===== config.mk =====
export PLATFORM = sky130hd
export DESIGN_NAME = fx_reg_slave_flat
export DESIGN_NICKNAME = d
export VERILOG_FILES = /design/src/rtl/fx_reg_slave_if.sv /design/src/rtl/fx_reg_slave.sv /design/src/flat_wrapper.sv
export SDC_FILE = /design/constraint.sdc
export NUM_CORES = 1
export LEC_CHECK = 0
export CORE_ASPECT_RATIO = 0.75
export CORE_MARGIN = 1
export CORE_UTILIZATION = 47
export DETAILED_ROUTE_END_ITERATION = 8
export GPL_TIMING_DRIVEN = 0
export PLACE_DENSITY = 0.7
export SLEW_MARGIN = 20
export SYNTH_ARGS = -nofsm -noshare
export SYNTH_HDL_FRONTEND = slang
export SYNTH_SLANG_ARGS = --single-unit
export TNS_END_PERCENT = 10

===== constraint.sdc =====
create_clock -name clk_sys -period 3.8 [get_ports clk_sys]
set_input_delay 0.38 -clock clk_sys [delete_from_list [all_inputs] [get_ports clk_sys]]
set_output_delay 0.38 -clock clk_sys [all_outputs]
set_load 0.005 [all_outputs]

===== src/rtl/fx_reg_slave_if.sv =====
// fx bus bundle: single-cycle write and read strobes with registered read data.
interface fx_reg_slave_if;
  logic        fx_wr;
  logic [21:0] fx_waddr;
  logic [7:0]  fx_data;
  logic        fx_rd;
  logic [21:0] fx_raddr;
  logic [7:0]  fx_q;

  modport master (
    output fx_wr, fx_waddr, fx_data, fx_rd, fx_raddr,
    input  fx_q
  );

  modport slave (
    input  fx_wr, fx_waddr, fx_data, fx_rd, fx_raddr,
    output fx_q
  );
endinterface


===== src/rtl/fx_reg_slave.sv =====
// Register-bank slave on the fx bus: ID/scratch/control/mask/pulse registers,
// sticky event flags with interrupt, and a microsecond timer whose upper bytes
// are captured into a shadow when the low byte is read.
module fx_reg_slave #(
  parameter logic [21:0] BASE_ADDR = 22'h000100,
  parameter logic [7:0]  ID_VAL    = 8'h5A
) (
  input  logic         clk_sys,
  input  logic         rst_n,
  input  logic         pluse_us,
  fx_reg_slave_if.slave bus,
  input  logic [7:0]   evt_in,
  output logic [7:0]   ctrl_out,
  output logic [7:0]   pulse_out,
  output logic         irq
);

  localparam logic [3:0] OFF_ID    = 4'h0;
  localparam logic [3:0] OFF_SCR   = 4'h1;
  localparam logic [3:0] OFF_CTRL  = 4'h2;
  localparam logic [3:0] OFF_STAT  = 4'h3;
  localparam logic [3:0] OFF_TIM0  = 4'h4;
  localparam logic [3:0] OFF_TIM1  = 4'h5;
  localparam logic [3:0] OFF_TIM2  = 4'h6;
  localparam logic [3:0] OFF_TIM3  = 4'h7;
  localparam logic [3:0] OFF_PULSE = 4'h8;
  localparam logic [3:0] OFF_MASK  = 4'h9;

  logic [7:0]  scr;
  logic [7:0]  ctrl;
  logic [7:0]  stat;
  logic [7:0]  mask;
  logic [31:0] timer;
  logic [23:0] shadow;
  logic [7:0]  rd_data;

  logic       wr_hit;
  logic       rd_hit;
  logic [3:0] wr_off;
  logic [3:0] rd_off;
  logic [7:0] stat_clr;
  logic       tim_clr;
  logic       tim_snap;

  assign wr_hit   = bus.fx_wr && (bus.fx_waddr[21:4] == BASE_ADDR[21:4]);
  assign rd_hit   = bus.fx_rd && (bus.fx_raddr[21:4] == BASE_ADDR[21:4]);
  assign wr_off   = bus.fx_waddr[3:0];
  assign rd_off   = bus.fx_raddr[3:0];
  assign stat_clr = (wr_hit && wr_off == OFF_STAT) ? bus.fx_data : 8'h00;
  assign tim_clr  = wr_hit && (wr_off == OFF_TIM0);
  assign tim_snap = rd_hit && (rd_off == OFF_TIM0);
  assign ctrl_out = ctrl;

  // Read mux over current (pre-edge) register values; reserved offsets read 0.
  always_comb begin
    rd_data = 8'h00;
    case (rd_off)
      OFF_ID:   rd_data = ID_VAL;
      OFF_SCR:  rd_data = scr;
      OFF_CTRL: rd_data = ctrl;
      OFF_STAT: rd_data = stat;
      OFF_TIM0: rd_data = timer[7:0];
      OFF_TIM1: rd_data = shadow[7:0];
      OFF_TIM2: rd_data = shadow[15:8];
      OFF_TIM3: rd_data = shadow[23:16];
      OFF_MASK: rd_data = mask;
      default:  rd_data = 8'h00;
    endcase
  end

  // Plain read/write registers.
  always_ff @(posedge clk_sys or negedge rst_n) begin
    if (!rst_n) begin
      scr  <= 8'h00;
      ctrl <= 8'h00;
      mask <= 8'h00;
    end else if (wr_hit) begin
      if (wr_off == OFF_SCR)  scr  <= bus.fx_data;
      if (wr_off == OFF_CTRL) ctrl <= bus.fx_data;
      if (wr_off == OFF_MASK) mask <= bus.fx_data;
    end
  end

  // Sticky event flags: a new event wins over a same-cycle W1C clear.
  always_ff @(posedge clk_sys or negedge rst_n) begin
    if (!rst_n) stat <= 8'h00;
    else        stat <= (stat & ~stat_clr) | evt_in;
  end

  // Microsecond timer; a write to TIM0 clears it and overrides a tick.
  always_ff @(posedge clk_sys or negedge rst_n) begin
    if (!rst_n)        timer <= 32'h0;
    else if (tim_clr)  timer <= 32'h0;
    else if (pluse_us) timer <= timer + 32'h1;
  end

  // Shadow of the upper timer bytes, captured with the TIM0 read so the
  // four bytes form one coherent sample.
  always_ff @(posedge clk_sys or negedge rst_n) begin
    if (!rst_n)        shadow <= 24'h0;
    else if (tim_snap) shadow <= timer[31:8];
  end

  // Registered read data; a miss returns 0 so slaves can be OR-combined.
  always_ff @(posedge clk_sys or negedge rst_n) begin
    if (!rst_n)          bus.fx_q <= 8'h00;
    else if (bus.fx_rd)  bus.fx_q <= rd_hit ? rd_data : 8'h00;
  end

  // One-cycle strobes from PULSE writes, and the registered interrupt.
  always_ff @(posedge clk_sys or negedge rst_n) begin
    if (!rst_n) begin
      pulse_out <= 8'h00;
      irq       <= 1'b0;
    end else begin
      pulse_out <= (wr_hit && wr_off == OFF_PULSE) ? bus.fx_data : 8'h00;
      irq       <= |(stat & mask);
    end
  end

endmodule

===== src/flat_wrapper.sv =====
// flat-port wrapper written by rule: the top's interface ports become plain ports
module fx_reg_slave_flat 
#(
  parameter logic [21:0] BASE_ADDR = 22'h000100,
  parameter logic [7:0]  ID_VAL    = 8'h5A
)
  (clk_sys, rst_n, pluse_us, evt_in, ctrl_out, pulse_out, irq, bus_fx_wr, bus_fx_waddr, bus_fx_data, bus_fx_rd, bus_fx_raddr, bus_fx_q);
  fx_reg_slave_if bus_i ();
  input  logic clk_sys;
  input  logic rst_n;
  input  logic pluse_us;
  input  logic [7:0] evt_in;
  output logic [7:0] ctrl_out;
  output logic [7:0] pulse_out;
  output logic irq;
  input wire logic [$bits(bus_i.fx_wr)-1:0] bus_fx_wr;
  input wire logic [$bits(bus_i.fx_waddr)-1:0] bus_fx_waddr;
  input wire logic [$bits(bus_i.fx_data)-1:0] bus_fx_data;
  input wire logic [$bits(bus_i.fx_rd)-1:0] bus_fx_rd;
  input wire logic [$bits(bus_i.fx_raddr)-1:0] bus_fx_raddr;
  output wire logic [$bits(bus_i.fx_q)-1:0] bus_fx_q;
  assign bus_i.fx_wr = bus_fx_wr;
  assign bus_i.fx_waddr = bus_fx_waddr;
  assign bus_i.fx_data = bus_fx_data;
  assign bus_i.fx_rd = bus_fx_rd;
  assign bus_i.fx_raddr = bus_fx_raddr;
  assign bus_fx_q = bus_i.fx_q;
  fx_reg_slave #(.BASE_ADDR(BASE_ADDR), .ID_VAL(ID_VAL)) u_core (.clk_sys(clk_sys), .rst_n(rst_n), .pluse_us(pluse_us), .bus(bus_i), .evt_in(evt_in), .ctrl_out(ctrl_out), .pulse_out(pulse_out), .irq(irq));
endmodule

==> flow_summary.toml <==
[final_layout]
design_area_um2 = 6580
fillers = 888
nets = 628
diodes = 0
drive_gt1_share_pct = 15.3
syn2layout_area_growth_pct = 25.6

[outcome]
status = "finished, violations left"
violations = "negative hold slack"

[clocking]
root_buffer = "clkbuf_16"
clkLatencyLatePin_ns = 0.35
cts_resized = 0
htreeDepth = 3
cts_setup_buffers = 0
hold_buffers = 0
cts_tree = "yes"
clk_path_buf_depth = 2
cts-buffers-inserted = 9
clock_sinks = 105
clk_pin_slew_ns = 0.07

[route]
routed-via-count = 4242
drc_errors = 0
viasPerCell = 6.03
wirelength_mm = 13.7
wl_per_cell_um = 19.5
firstDrtPassIters = 4
postRouteAntennaNets = 0
drt_iter0_drc = 245

[global_routing]
grt.busiest_layer = "met1"
met1_usage_pct = 38.4
grt_pass1_vias = 4124
antenna_found_initial = 0
grt_pass1_wl_mm = 21.9
gr-total-overflow = 0
grt_max_degree = 57
use_met3_pct = 6.10
gr-usage-met2_pct = 36.1
grt_usage_pct = 25.4

[logic_synthesis]
yosysUniqueCellTypes = 55
netlist_instances = 464
yosysSeqAreaShare_pct = 50.2
synth-async-reset-ratio_pct = 100
synth-adder-area-share_pct = 0.239
synth_flop_cell = "dfrtp_1"
syn_avg_cell_area_um2 = 11.3
yosys_warnings = 0
synth_edf_count = 0
synth_nets = 530
syn_area_um2 = 5240
yosys.area_share.xor_xnor_pct = 1.84
synthMuxAreaShare_pct = 14.6
synth_compound_area_share_pct = 11.5
synth-simple-area-share_pct = 18.8
synth_top_family_by_area = "simple AND/OR/NAND/NOR gates"
ys_seq_elements = 105

[timing]
fin_crit_sh_pct = 65.0
fin_skew_ns = 0.0107
rsz0062_at_grt = "false"
setup_viol = 0
fin_crit_ns = 2.47
finalMaxSlewViolations = 0
fmax_ghz = 0.405
fin_hold_ws_ns = -0.0155
worst_slew_pin_slew_ns = 0.933
max-slew-margin-rel_pct = 37.6
tns_ns = 0
hold_viol = 12

[worst_setup_path]
end_kind = "register"
crit_arrival_ns = 2.76
reg2reg_slack_ns = 1.57
required_ns = 4.09
path_max_fanout = 8
critical_path_class = "primary input to register"
startpoint_type = "primary input"

[floorplan]
dieArea_um2 = 11600
io_pins = 90
die_h_um = 93.4
core_um2 = 10600
rows = 32
start_util_pct = 49.6
die_w_um = 124

[placement]
gp_congestion = 0.864
port_buffers = 86
dpl_cell_area_um2 = 6300
dpl.hpwl_mm = 10.4

[power_and_ir_drop]
p_comb_share_pct = 11.7
p_leak_nw = 2.68
internal_power_mw = 1.75
p_switching_mw = 0.622
p_seq_share_pct = 51.4
vdd_ir_drop_max_mv = 0.231
clkPwrFrac_pct = 36.9
switching_share_pct = 26.2
cellPowerDensity_nw_per_um2 = 361

[job]
cap_viol_max_count = 0

[min_path]
min_path_type = "primary input to asynchronous set/reset pin"
[cells by family (layout without fill, tap and decap cells)]
kind of cell,Yosys count,count (layout)
and+or+nand+nor,158,158
DFF,105,105
AOI/OAI and AO/OA,88,88
muxes,65,65
buffers and inverters,36,139
xor gates and xnor gates,11,11
adders and majority gates,1,1
[power groups by stage]
stage	clock, mW	combinational, mW	sequential (mW)
6_report	0.876	0.277	1.22
5_1_grt	0.946	0.307	1.23
4_1_cts	0.899	0.279	1.22
3_5_place_dp	0	0.279	1.24
3_3_place_gp	0	0.264	1.24
2_1_floorplan	0	0.136	1.21
[cell usage in the layout, fill, tap and decap left out, types with 6 or more instances in the layout]
master,n
nor2_1,18
xor2_1,6
o31ai_1,12
or3_1,9
o21ai_0,9
or4_1,17
clkbuf_16,9
nor4b_1,6
buf_2,6
and2_1,13
nand2_1,16
clkbuf_1,17
mux2i_1,10
a21oi_1,22
clkdlybuf4s50_1,85
dfrtp_1,105
a21o_1,8
o22ai_1,6
nand4_1,14
nor4_1,9
mux2_2,51
inv_1,11
nand3_1,23
[worst paths after layout]
path,end,cells after the start,startpoint
worst max register to register,u_core.timer[29],4,u_core.timer[4]
max in group asynchronous,u_core.timer[17],2,rst_n
min in group clk_sys,u_core.bus.fx_q[6],2,bus_fx_rd
worst min register to register,u_core.shadow[1],1,u_core.shadow[1]
worst max-delay path,u_core.pulse_out[3],5,bus_fx_waddr[9]
worst min-delay path,u_core.pulse_out[0],1,rst_n
[routing by layer]
| metal | vias up | share of wire [%] |
|---|---|---|
| li1 | 1966 | - |
| met1 | 2099 | 48 |
| met2 | 162 | 43 |
| met3 | 15 | 7.6 |
| met4 | 0 | 1.4 |
| met5 | - | 0 |
[cell type report]
cell class / count / area (um^2) / share of cell area, %
clock buffer: 11 / 243 / 3.69
sequential: 105 / 2630 / 39.9
tap: 136 / 170 / 2.59
multi-input combinational: 323 / 2460 / 37.4
buffer: 25 / 109 / 1.65
clock inverter: 5 / 38.8 / 0.590
timing repair buffer: 87 / 890 / 13.5
inverter: 11 / 41.3 / 0.628
[cell usage after synthesis, drive strengths merged, types with 11 or more instances]
cell type | n | area share (%)
dfrtp | 105 | 50
or4 | 18 | 2.7
inv | 11 | 0.79
and2 | 13 | 1.6
clkbuf | 16 | 1.1
a21oi | 23 | 2.3
nor2 | 18 | 1.3
o31ai | 12 | 1.7
mux2 | 51 | 11
nand3 | 23 | 2.2
nand4 | 15 | 1.9
nand2 | 16 | 1.1
[stage by stage]
step | worst slack, ns | power [mW] | utilization [%] | instances
after floorplan | 1.66 | 1.35 | - | 464
after global placement | -1.55 | 1.50 | 59.3 | 686
after detailed placement | 0.925 | 1.52 | 59.6 | 687
after CTS | 1.27 | 2.40 | 62.2 | 703
after global routing | 1.12 | 2.48 | 62.2 | 703
final | 1.33 | 2.37 | 62.2 | 703
[critical path, cell delays in order]
cell             delay, ns
clkdlybuf4s50_1       0.40
nor4b_1               0.61
and4bb_2              0.36
nor3b_1               0.77
and2_1                0.23
[flip-flops by register name (all words and copies together) (netlist names)]
| register | cells |
|---|---|
| u_core.irq | 1 |
| u_core.timer | 32 |
| u_core.bus.fx_q | 8 |
| u_core.shadow | 24 |
| u_core.ctrl_out | 8 |
| u_core.mask | 8 |
| u_core.scr | 8 |
| u_core.pulse_out | 8 |
| u_core.stat | 8 |
Power figures use the tool's default switching activity.
==> patch 1 (same flow settings) <==
Reset style: synchronous (`rst_n`), changed in 6 clocked blocks.
--- a/src/rtl/fx_reg_slave.sv
+++ b/src/rtl/fx_reg_slave.sv
@@ -71,3 +71,3 @@
   // Plain read/write registers.
-  always_ff @(posedge clk_sys or negedge rst_n) begin
+  always_ff @(posedge clk_sys) begin
     if (!rst_n) begin
@@ -84,3 +84,3 @@
   // Sticky event flags: a new event wins over a same-cycle W1C clear.
-  always_ff @(posedge clk_sys or negedge rst_n) begin
+  always_ff @(posedge clk_sys) begin
     if (!rst_n) stat <= 8'h00;
@@ -90,3 +90,3 @@
   // Microsecond timer; a write to TIM0 clears it and overrides a tick.
-  always_ff @(posedge clk_sys or negedge rst_n) begin
+  always_ff @(posedge clk_sys) begin
     if (!rst_n)        timer <= 32'h0;
@@ -98,3 +98,3 @@
   // four bytes form one coherent sample.
-  always_ff @(posedge clk_sys or negedge rst_n) begin
+  always_ff @(posedge clk_sys) begin
     if (!rst_n)        shadow <= 24'h0;
@@ -104,3 +104,3 @@
   // Registered read data; a miss returns 0 so slaves can be OR-combined.
-  always_ff @(posedge clk_sys or negedge rst_n) begin
+  always_ff @(posedge clk_sys) begin
     if (!rst_n)          bus.fx_q <= 8'h00;
@@ -110,3 +110,3 @@
   // One-cycle strobes from PULSE writes, and the registered interrupt.
-  always_ff @(posedge clk_sys or negedge rst_n) begin
+  always_ff @(posedge clk_sys) begin
     if (!rst_n) begin
Function: differs if rst_n is asserted again (counterexample within 4 cycles, from zero or initial values and one cycle with rst_n low); with rst_n held inactive, the same outputs for 10 cycles.
==> patch 1 against the original RTL <==
- utilization increased by 0.17 points
- combinational power decreased by 34%
- synthesized area about the same
- cell count increased by 20%
- register-to-register slack improved by 30 ps
- total power rose by 0.39%
- routed wire length increased by 22%
- via count rose by 27%
- final area is 0.27% higher
- worst setup slack improved by 34 ps
- sequential cell count did not move
==> patch 1: results (changes against the original RTL) <==
dp_slack_ps: 1000  # was 925 ps
drive_gt1_share_pct: 7.46  # was 15.3%
muxShareOfSynthArea_pct: 7.33  # was 14.6%
syn_nets: 676  # was 530
r2r_start: "u_core.timer[2]"  # was u_core.timer[4]
endpoint: "u_core.bus.fx_q[7]"  # was u_core.pulse_out[3]
grt_pass1_vias: 4967  # was 4124
relSlewSlack_pct: 23.9  # was 37.6%
vias_per_cell: 6.35  # was 6.03
track_usage_pct: 29.6  # was 25.4%
first_iter_violations: 564  # was 245
synth_common_cells: "105 x dfxtp_1, 58 x a21oi_1, 46 x o21ai_0"  # was 105 x dfrtp_1, 51 x mux2_2, 23 x nand3_1
placedInstanceArea_um2: 6250  # was 6300 um2
synth_fa_ha_area_share_pct: 0.239  # about the same
total_leakage_power_nw: 2.35  # was 2.68 nW
cts_setup_buffers: 0  # unchanged
synth.distinct_cells: 63  # was 55
synth_compound_area_share_pct: 19.7  # was 11.5%
top_regs: "u_core.timer: 32 flops, u_core.shadow: 24 flops"  # unchanged
worst-r2r-cell-count: 5  # was 4
grt_max_degree: 17  # was 57
startpoint: "bus_fx_raddr[0]"  # was bus_fx_waddr[9]
dp_hpwl_mm: 12.8  # was 10.4 mm
async_reset_ff_share_pct: 0  # was 100%
clk_latency_ps: 350  # about the same
hold_class: "in2reg"  # was in2async
h-tree-depth: 3  # unchanged
crit_path_max_fanout: 10  # was 8
irDropWorstVdd_mv: 0.215  # was 0.231 mV
wire_per_inst_um: 19.8  # was 19.5 um
fin_skew_ps: 6.31  # was 10.7 ps
setup_ws_ps: 1370  # was 1330 ps
worstPathArrival_ps: 2710  # was 2760 ps
nFillCells: 942  # was 888
worst-r2r-setup-slack_ps: 1600  # was 1570 ps
cts_root_buf: "clkbuf_16"  # unchanged
worstReg2RegEnd: "u_core.timer[27]"  # was u_core.timer[29]
status: "complete, no violations"  # was complete, but fails checks
grt_pass1_wl_mm: 26.0  # was 21.9 mm
drt_first_pass_iters: 5  # was 4
port_buffers: 84  # was 86
synth-xor-area-share_pct: 1.84  # about the same
design_area_um2: 6600  # was 6580 um2
gp_congestion: 0.922  # was 0.864
cts_tree: "built"  # unchanged
whs_path_depth: 3
ys_seq_area_share_pct: 40.1  # was 50.2%
patch 1: cell types whose count changed after synthesis, moves of 17 or more:
cell,change
mux2_2,-42
nand3_1,+17
dfxtp_1,+105
dfrtp_1,-105
nand2_1,+24
o21ai_0,+37
a21oi_1,+36
patch 1: worst max-delay path, stage by stage:
cell             delay [ps]
clkdlybuf4s50_1         590
buf_2                   310
nor4bb_1                920
a22o_1                  250
a211oi_1                 70
o21ai_0                 180
patch 1: stage by stage:
step	hold WS, ps	std cells
2_1_floorplan	434	610
3_3_place_gp	459	830
3_5_place_dp	464	830
4_1_cts	387	846
5_1_grt	429	846
6_report	393	846
patch 1: cells by family (layout without fill, tap and decap cells):
group / Yosys count / count (layout)
and+or+nand+nor: 228 / 228
AOI/OAI and AO/OA: 169 / 169
DFF: 105 / 105
buffers and inverters: 60 / 160
muxes: 36 / 36
xor gates and xnor gates: 11 / 11
adders and majority gates: 1 / 1
patch 1: area by class of cell:
type / count / share of cell area (%)
multi-input cells: 445 / 43.5
flip-flops and latches: 105 / 31.9
repair buffers: 84 / 12.7
clock buffers: 11 / 3.68
plain buffers: 44 / 3.17
well taps: 136 / 2.58
clock inverters: 5 / 1.56
inverters: 16 / 0.910
patch 1: power by group:
| part | leakage (nW) | internal (W) | switching (W) |
|---|---|---|---|
| logic | 1.34 | 0.0000887 | 0.0000934 |
| registers | 0.848 | 0.00111 | 0.00000975 |
| clock network | 0.166 | 0.000662 | 0.000420 |
| total | 2.35 | 0.00186 | 0.000523 |
patch 1: per-layer routing:
| metal | routed length (um) | track usage, % |
|---|---|---|
| met5 | 0 | 0 |
| met4 | 227 | 7.54 |
| met3 | 1470 | 5.73 |
| met2 | 7070 | 43.0 |
| met1 | 7970 | 44.1 |
==> patch 2 (same flow settings) <==
Without the edit above. Remove the register `pulse_out`: a continuous assignment takes its place, so the output `pulse_out` follows one clock earlier.
--- a/src/rtl/fx_reg_slave.sv
+++ b/src/rtl/fx_reg_slave.sv
@@ -112,6 +112,4 @@
     if (!rst_n) begin
-      pulse_out <= 8'h00;
       irq       <= 1'b0;
     end else begin
-      pulse_out <= (wr_hit && wr_off == OFF_PULSE) ? bus.fx_data : 8'h00;
       irq       <= |(stat & mask);
@@ -120,2 +118,4 @@
 
+  assign pulse_out = (wr_hit && wr_off == OFF_PULSE) ? bus.fx_data : 8'h00;
+
 endmodule
Function: changed (a bounded check fails within 4 cycles, from zero or initial values and one cycle with rst_n low).
==> patch 2 against the original RTL <==
- synthesized cell count rose by 2.8%
- final area fell by 1.0%
- cell count rose by 2.0%
- critical endpoint is now pulse_out[1]
- clock skew fell by 5.7 ps
- total power rose by 1.1%
- synthesized area fell by 2.6%
- highest routed layer unchanged
- routed wire length fell by 1.1%
- worst setup slack got worse by 910 ps
- worst hold slack improved by 470 ps
- sequential cell count fell by 8
==> patch 2: results (changes against the original RTL) <==
slowest_delay_ps: 680  # was 770 ps
endpoint: "pulse_out[1]"  # was u_core.pulse_out[3]
wl_met1_mm: 6.29  # was 6.59 mm
gp_congestion: 0.870  # was 0.864
nNetsFinal: 643  # was 628
cts_resized: 0  # unchanged
grt_use_met1_pct: 37.3  # was 38.4%
synthTopCellsByArea: "dfrtp_1 48%, mux2_2 11%, mux2i_1 3.5%, nor2_1 2.2%, a21oi_1 2.1%"  # was dfrtp_1 50%, mux2_2 11%, or4_1 2.4%, nand3_1 2.2%, a21oi_1 2.1%
grt_pass1_vias: 4181  # was 4124
cpMaxStageDelayCell: "nor4_2"  # was nor3b_1
grt_use_met2_pct: 38.5  # was 36.1%
h-tree-depth: 3  # unchanged
drt_first_pass_iters: 5  # was 4
crit_path_max_fanout: 8  # unchanged
cts_buffers: 9  # unchanged
syn_nets: 543  # was 530
wl_met3_mm: 1.10  # was 1.04 mm
num_antenna_cells: 0  # unchanged
synth-main-ff-cell: "dfrtp_1"  # unchanged
grt_max_degree: 76  # was 57
wl_mm: 13.5  # was 13.7 mm
worstSetupPathType: "in2out"  # was in2reg
die_width_um: 122  # was 124 um
worst-r2r-setup-slack_ps: 1500  # was 1570 ps
routed.top_layer: "met4"  # unchanged
cts_root_buf: "clkbuf_16"  # unchanged
ys_seq_area_share_pct: 47.6  # was 50.2%
async_reset_ff_share_pct: 100  # unchanged
track_usage_pct: 25.7  # was 25.4%
dp_hpwl_mm: 10.2  # was 10.4 mm
drive_gt1_share_pct: 15.7  # was 15.3%
clkTransAtPathRegs_ps: 70  # about the same
vias_per_cell: 6.03  # about the same
grtUsageMet3_pct: 6.41  # was 6.10%
nFillCells: 839  # was 888
first_iter_violations: 289  # was 245
total_leakage_power_nw: 2.71  # was 2.68 nW
grt_pass1_wl_mm: 22.1  # was 21.9 mm
wl_met2_mm: 6.06  # was 5.88 mm
cp_top_family: "simple AND/OR/NAND/NOR gates"  # unchanged
status: "complete, no violations"  # was complete, but fails checks
synth_common_cells: "97 x dfrtp_1, 50 x mux2_2, 30 x nor2_1"  # was 105 x dfrtp_1, 51 x mux2_2, 23 x nand3_1
cts_buffer_depth: 2  # unchanged
synth.distinct_cells: 58  # was 55
port_buffers: 87  # was 86
drc: 0  # unchanged
r2r_start: "u_core.timer[7]"  # was u_core.timer[4]
fin_skew_ps: 4.96  # was 10.7 ps
relSlewSlack_pct: 45.3  # was 37.6%
ys_warn_count: 0  # unchanged
antenna_found_initial: 0  # unchanged
worst-r2r-cell-count: 5  # was 4
top_regs: "u_core.timer: 32 flops, u_core.shadow: 24 flops"  # unchanged
irDropWorstVdd_mv: 0.215  # was 0.231 mV
## patch 2: cell types whose count changed in the layout (fill, tap and decap cells not counted), sizes merged, moves of 8 or more
cell	before	now
mux2i	10	18
dfrtp	105	97
a31oi	0	9
nand3	23	11
inv	12	22
a21o	8	0
nor2	18	31
## patch 2: power by group
group	switching (W)	total (W)	internal, W
logic	0.000162	0.000303	0.000141
clock network	0.000382	0.000971	0.000590
registers	0.0000554	0.00112	0.00107
## patch 2: metrics by stage
step	hold WS (ps)	setup slack (ps)	cells	power (W)	cell area, um2
after floorplan	84.4	1720	477	0.00128	5100
after global placement	473	-1140	700	0.00143	6140
after detailed placement	252	88.4	701	0.00144	6170
after CTS	448	94.1	717	0.00242	6500
after global routing	476	154	717	0.00251	6510
final	452	421	717	0.00240	6510
## patch 2: logic make-up after synthesis
logic type,count (synthesis),synth area share [%]
compound gates,86,11.1
xor+xnor,12,2.06
fa+ha+maj,1,0.245
buf+inv,47,3.75
flops,97,47.6
mux,71,15.9
simple gates,163,19.4
## patch 2: what timing repair did
item | 4_1_cts | 5_1_grt
hold buffers | 1 | 0
endpoints found under the hold margin | 22 | 0
buffers inserted | 0 | 0
## patch 2: area by class of cell
| class | instances | area, um2 | share of cell area (%) |
|---|---|---|---|
| Multi-Input combinational cell | 333 | 2490 | 38.3 |
| Sequential cell | 97 | 2430 | 37.3 |
| Timing Repair Buffer | 89 | 910 | 14.0 |
| Clock buffer | 10 | 239 | 3.67 |
| Tap cell | 136 | 170 | 2.61 |
| Buffer | 25 | 109 | 1.67 |
| Inverter | 22 | 82.6 | 1.27 |
| Clock inverter | 5 | 80.1 | 1.23 |
## patch 2: worst register-to-register path, stage by stage (launching register included)
cell and delay [ps]:
dfrtp_1 470, and4_1 330, nand3_1 300, clkbuf_1 340, nor4_1 560, mux2i_1 240
